File: src/rtl/countdown_timer_ctrl.sv
// ---------------------------------------------------------------------------
// countdown_timer_ctrl
//
// Purpose:
//   Runs the mm:ss countdown that follows time-setting. Latches a sanitised
//   BCD time from the time-set service, then counts it down at one step per
//   TICK_DIV clocks with start/pause/resume control. Reports done at 00:00
//   and drives the 4-digit display value plus a blink blank mask.
//
// Ports:
//   clk       in   1   system clock, all logic on posedge
//   reset     in   1   synchronous, active-high reset
//   load_en   in   1   set-time-complete level, only looked at in IDLE
//   load_num  in   16  BCD time m1 m0 s1 s0 at [15:12][11:8][7:4][3:0]
//   start     in   1   single-cycle pulse: start / pause / resume / ack
//   clear     in   1   single-cycle pulse: abort to IDLE
//   num       out  16  remaining time, same BCD layout as load_num
//   blank     out  1   1 = display off for the current blink phase
//   running   out  1   1 while in RUN
//   done      out  1   1 while in DONE
//   state     out  3   IDLE=0 LOADED=1 RUN=2 PAUSE=3 DONE=4 (debug)
//
// Control interface: start and clear are single-cycle pulses with no
// handshake. Each is acted on in the cycle it is high; there is no ready
// back-pressure and nothing is queued. When several events coincide the
// order of precedence is reset > clear > start > tick.
// ---------------------------------------------------------------------------
module countdown_timer_ctrl #(
    parameter int TICK_DIV  = 100_000_000,
    parameter int BLINK_DIV = 50_000_000
) (
    input  logic        clk,
    input  logic        reset,
    input  logic        load_en,
    input  logic [15:0] load_num,
    input  logic        start,
    input  logic        clear,
    output logic [15:0] num,
    output logic        blank,
    output logic        running,
    output logic        done,
    output logic [2:0]  state
);

    localparam int PW = (TICK_DIV  > 1) ? $clog2(TICK_DIV)  : 1;
    localparam int BW = (BLINK_DIV > 1) ? $clog2(BLINK_DIV) : 1;
    localparam logic [PW-1:0] PRESC_LAST = PW'(TICK_DIV - 1);
    localparam logic [BW-1:0] BLINK_LAST = BW'(BLINK_DIV - 1);

    typedef enum logic [2:0] {
        S_IDLE   = 3'd0,
        S_LOADED = 3'd1,
        S_RUN    = 3'd2,
        S_PAUSE  = 3'd3,
        S_DONE   = 3'd4
    } state_t;

    state_t        state_q;
    logic [PW-1:0] prescaler;
    logic [BW-1:0] blink_cnt;

    // Clamp each digit to its legal range: any digit above 9 becomes 9,
    // and the tens-of-seconds digit is further limited to 5.
    function automatic logic [15:0] sanitize(input logic [15:0] v);
        logic [3:0] m1, m0, s1, s0;
        m1 = (v[15:12] > 4'd9) ? 4'd9 : v[15:12];
        m0 = (v[11:8]  > 4'd9) ? 4'd9 : v[11:8];
        s1 = (v[7:4]   > 4'd5) ? 4'd5 : v[7:4];
        s0 = (v[3:0]   > 4'd9) ? 4'd9 : v[3:0];
        return {m1, m0, s1, s0};
    endfunction

    // One-second BCD decrement with a digit-wise borrow chain.
    function automatic logic [15:0] bcd_dec(input logic [15:0] v);
        logic [3:0] m1, m0, s1, s0;
        m1 = v[15:12];
        m0 = v[11:8];
        s1 = v[7:4];
        s0 = v[3:0];
        if (s0 != 4'd0) begin
            s0 = s0 - 4'd1;
        end else begin
            s0 = 4'd9;
            if (s1 != 4'd0) begin
                s1 = s1 - 4'd1;
            end else begin
                s1 = 4'd5;
                if (m0 != 4'd0) begin
                    m0 = m0 - 4'd1;
                end else begin
                    m0 = 4'd9;
                    m1 = (m1 != 4'd0) ? (m1 - 4'd1) : 4'd9;
                end
            end
        end
        return {m1, m0, s1, s0};
    endfunction

    logic [15:0] load_san;
    logic [15:0] num_dec;
    logic        tick;
    logic        blink_wrap;

    assign load_san   = sanitize(load_num);
    assign num_dec    = bcd_dec(num);
    assign tick       = (state_q == S_RUN) && (prescaler == PRESC_LAST);
    assign blink_wrap = (blink_cnt == BLINK_LAST);
    assign state      = state_q;

    always_ff @(posedge clk) begin
        if (reset) begin
            state_q   <= S_IDLE;
            num       <= 16'h0000;
            prescaler <= '0;
            blink_cnt <= '0;
            blank     <= 1'b0;
            running   <= 1'b0;
            done      <= 1'b0;
        end else if (clear) begin
            state_q   <= S_IDLE;
            num       <= 16'h0000;
            prescaler <= '0;
            blink_cnt <= '0;
            blank     <= 1'b0;
            running   <= 1'b0;
            done      <= 1'b0;
        end else begin
            // Blink is held at zero unless a PAUSE/DONE branch below keeps
            // it running; this also zeroes it on the edge that leaves those
            // states so RUN/IDLE never show a blanked display.
            blink_cnt <= '0;
            blank     <= 1'b0;

            case (state_q)
                S_IDLE: begin
                    if (load_en) begin
                        if (load_san == 16'h0000) begin
                            num <= 16'h0000;
                        end else begin
                            num     <= load_san;
                            state_q <= S_LOADED;
                        end
                    end
                end

                S_LOADED: begin
                    if (start) begin
                        state_q   <= S_RUN;
                        running   <= 1'b1;
                        prescaler <= '0;
                    end
                end

                S_RUN: begin
                    if (start) begin
                        // Pause keeps the prescaler so resume completes the
                        // interrupted second; a coincident tick is dropped.
                        state_q <= S_PAUSE;
                        running <= 1'b0;
                    end else if (tick) begin
                        prescaler <= '0;
                        if (num == 16'h0001) begin
                            num     <= 16'h0000;
                            state_q <= S_DONE;
                            running <= 1'b0;
                            done    <= 1'b1;
                        end else begin
                            num <= num_dec;
                        end
                    end else begin
                        prescaler <= prescaler + PW'(1);
                    end
                end

                S_PAUSE: begin
                    if (start) begin
                        state_q <= S_RUN;
                        running <= 1'b1;
                    end else begin
                        blink_cnt <= blink_wrap ? '0 : (blink_cnt + BW'(1));
                        blank     <= blink_wrap ? ~blank : blank;
                    end
                end

                S_DONE: begin
                    if (start) begin
                        // Acknowledge; if load_en is still high IDLE reloads
                        // the last set time on the following cycle.
                        state_q <= S_IDLE;
                        done    <= 1'b0;
                        num     <= 16'h0000;
                    end else begin
                        blink_cnt <= blink_wrap ? '0 : (blink_cnt + BW'(1));
                        blank     <= blink_wrap ? ~blank : blank;
                    end
                end

                default: begin
                    state_q <= S_IDLE;
                    num     <= 16'h0000;
                    running <= 1'b0;
                    done    <= 1'b0;
                end
            endcase
        end
    end

endmodule

File: config.mk
export PLATFORM = sky130hd
export DESIGN_NAME = countdown_timer_ctrl
export DESIGN_NICKNAME = d
export VERILOG_FILES = /design/src/rtl/countdown_timer_ctrl.sv
export SDC_FILE = /design/constraint.sdc
export NUM_CORES = 1
export LEC_CHECK = 0
export ABC_CLOCK_PERIOD_IN_PS = 7200
export CORE_UTILIZATION = 41
export CTS_BUF_LIST = sky130_fd_sc_hd__clkbuf_4 sky130_fd_sc_hd__clkbuf_8 sky130_fd_sc_hd__clkbuf_16
export DETAILED_ROUTE_END_ITERATION = 8
export GPL_TIMING_DRIVEN = 0
export SLEW_MARGIN = 10
export SYNTH_ARGS = -nofsm -noshare
export SYNTH_HDL_FRONTEND = slang
export SYNTH_SLANG_ARGS = --single-unit
File: constraint.sdc
create_clock -name clk -period 7.2 [get_ports clk]
set_input_delay 0.72 -clock clk [delete_from_list [all_inputs] [get_ports clk]]
set_output_delay 0.72 -clock clk [all_outputs]
set_load 0.05 [all_outputs]
==> results by group <==
Drt
  • Initial DRC Count: 144
  • Met2 WL: 4380 um
  • Final wirelength: 9990 um
  • Top Layer Used: met4
  • Metal3 WL: ~390 um
  • Remaining antenna violation count after routing: 0
  • Met1 Routed Length: 5120 um
  • # DRC: 0
  • Vias: 3,683
  • DR WL/cell: 14.6 um
  • DR pass1 iterations: 4
  • Vias per cell: 5.38

Yosys
  • Netlist cell types: 62
  • Warnings from Yosys: 0
  • Yosys reg bits: 75
  • Number of synthesized flops with an enable pin: 0
  • Post-synthesis net count: 525
  • Asr flop ratio synth: 0
  • Synth Flop Type: dfxtp_1
  • Synthesized area per cell: roughly 8.3 um2
  • Mapped Cells: 494
  • Synthesized cell area: 0.00410 mm2
  • Register area share after synthesis: 0.366

Clock tree
  • Post-cts repair resize count: 0
  • Setup Fix Bufs, Post-CTS: 0
  • Buffer levels on the longest clock path: 2
  • Number of CTS-inserted buffers: 9
  • Clk root buf: clkbuf_8
  • H-tree levels: 3
  • Sink Count: 75
  • CTS tree: built
  • Skew-Pair Late Insertion Delay: 0.35 ns
  • Post-cts hold buffer count: 0
  • Clk slew on worst S/H paths: 0.08 ns

Worst setup path
  • Max incr delay on CP: 0.70 ns
  • CP Max Fanout: 10
  • WP data required: 7.48 ns
  • Cell Chain, Critical Path: clkdlybuf4s50_1 -> or3b_1 -> clkbuf_1 -> a211oi_2 -> nand4_1 -> or3_1 -> a21oi_1
  • Buf+Inv Stages, Crit Path: 2
  • Crit-path slowest cell: a211oi_2
  • Setup crit end kind: register
  • CP arrival: 3.31 ns
  • CP Launch Type: input port
  • Delay-heaviest family, CP: simple AND/OR/NAND/NOR gates
  • Setup CP Type: in -> reg

Finish
  • Fillers: 977
  • Most frequent cells in the layout: 75 x dfxtp_1, 72 x nor2_1, 42 x clkdlybuf4s50_1, 29 x a21oi_1, 25 x xnor2_1
  • Share of cells above drive strength 1: 0.0635
  • Final core occ: 0.501
  • Commonest non-fill, non-tap cell in the layout: dfxtp_1
  • Ant diodes: 0
  • Final instance area: 0.00488 mm2
  • Layout Cells excl Fill: slightly below 700
  • Area grow syn2layout: 18.9%
  • Nets@finish: 578

Floorplanning
  • DIE AREA: 0.0104 mm2
  • DIE HEIGHT: 102 um
  • Initial Util: 0.422
  • Die Width: just over 100 um
  • Area of the core: 0.00973 mm2
  • Top Ports: 43
  • Site Rows: 36

Placed design
  • Pre-CTS WS: 3.83 ns
  • Dpl cells: 669
  • Routability cong.: 0.865
  • DP HPWL: 7390 um
  • Cell Area, Placed: 0.00469 mm2
  • Number of port buffers: 42

Global routing
  • Vias in the first global route: roughly 3,500
  • GRT Total Usage: 0.210
  • Largest net degree at the start of global routing: 12
  • Initial antenna violation count: 0
  • First-pass GRT wire length: 17,100 um
  • Gr ovfl total: 0

STA
  • Final setup violating endpoints: 0
  • Fin crit share: 0.421
  • Hold Vio Cnt, Final: 0
  • Worst Hold Margin: 0.485 ns
  • Clock skew: 0.00876 ns
  • Fmax: 0.330 GHz
  • Final Worst Setup Slack: ~4.2 ns
  • Least-Margin Pin Slew: a little over 0.8 ns
  • Slew HR: 0.452
  • RSZ-0062 raised after global routing: false
  • Period minus WS final: 3.03 ns
  • Max Slew Vio Count: 0
  • Setup TNS: 0 ns

Run status
  • Outcome: completed

Power
  • Power per cell area: 170 mW/mm2
  • Leakage power total: 1.56 nW
  • Worst IR Drop VDD: around 110 uV
  • Tot Pwr: a little over 0.8 mW

Flow run
  • Max cap viols: 0

Hold path
  • Worst hold path class: reg -> reg
[sequential cells by signal (all words and copies together), names as in the netlist]
name,count
state,3
blink_cnt,26
done,1
running,1
prescaler,27
blank,1
num,16
[synth_stat cells, drive strengths merged (5+ instances only)]
master  number  area (um2)
a211oi       7        62.6
or3b         6        52.6
or3          6        37.5
inv         18        67.6
o31ai        8        60.1
nand3       23         115
and3         8        50.1
dfxtp       75        1500
and2         9        56.3
o21ai       17        96.4
ha          10         125
nand2       21        78.8
buf          5        30.0
nor3        21         105
nand4       18         113
nor2        72         270
a21oi       29         145
or4          5        37.5
and4        12         105
xor2        24         210
clkbuf      18        67.6
xnor2       25         219
[routing by layer]
| layer | up-vias | GRT usage |
|---|---|---|
| li1 | 1898 | - |
| met1 | 1731 | 0.287 |
| met2 | 46 | 0.330 |
| met3 | 8 | 0.0492 |
| met4 | 0 | 0.0582 |
| met5 | - | 0 |
[cells by family after synthesis]
kind of cell,share of synthesized area
DFF,0.366
AOI/OAI and AO/OA,0.172
buffers and inverters,0.0403
and+or+nand+nor,0.284
muxes,0.00244
xor gates and xnor gates,0.105
adders and majority gates,0.0305
[final timing paths]
path	from	endpoint	slack [ns]	depth (start not counted)
setup / recovery	start	prescaler[26]	4.17	7
hold / removal	blink_cnt[0]	blink_cnt[0]	0.48	1
setup reg to reg	num[8]	num[7]	4.43	8
hold reg to reg	blink_cnt[0]	blink_cnt[0]	0.48	1
[area by class of cell]
| cell class | count | area (um2) | share of cell area |
|---|---|---|---|
| multi-input combinational | 378 | 2440 | 0.499 |
| sequential | 75 | 1500 | 0.308 |
| timing repair buffer | 42 | 420 | 0.0862 |
| clock buffer | 14 | 180 | 0.0369 |
| tap | 133 | 166 | 0.0341 |
| buffer | 23 | 97.6 | 0.0200 |
| inverter | 18 | 67.6 | 0.0139 |
| clock inverter | 1 | 7.51 | 0.00154 |
[power by group]
part / total [mW] / switching (mW) / internal, mW / leakage, nW
clock network: 0.310 / 0.150 / 0.160 / 0.0956
logic: 0.0970 / 0.0581 / 0.0389 / 0.860
registers: 0.424 / 0.00538 / 0.418 / 0.605
total: 0.831 / 0.214 / 0.617 / 1.56
[worst register-to-register path, stage by stage, from the launching register on]
cell	delay, ns
dfxtp_1	0.37
inv_1	0.10
ha_1	0.16
or3b_1	0.37
buf_6	0.15
o41ai_4	0.72
o21ai_4	0.15
or4_1	0.53
a21oi_1	0.15
Note: power is estimated with default switching activity, not from simulation.
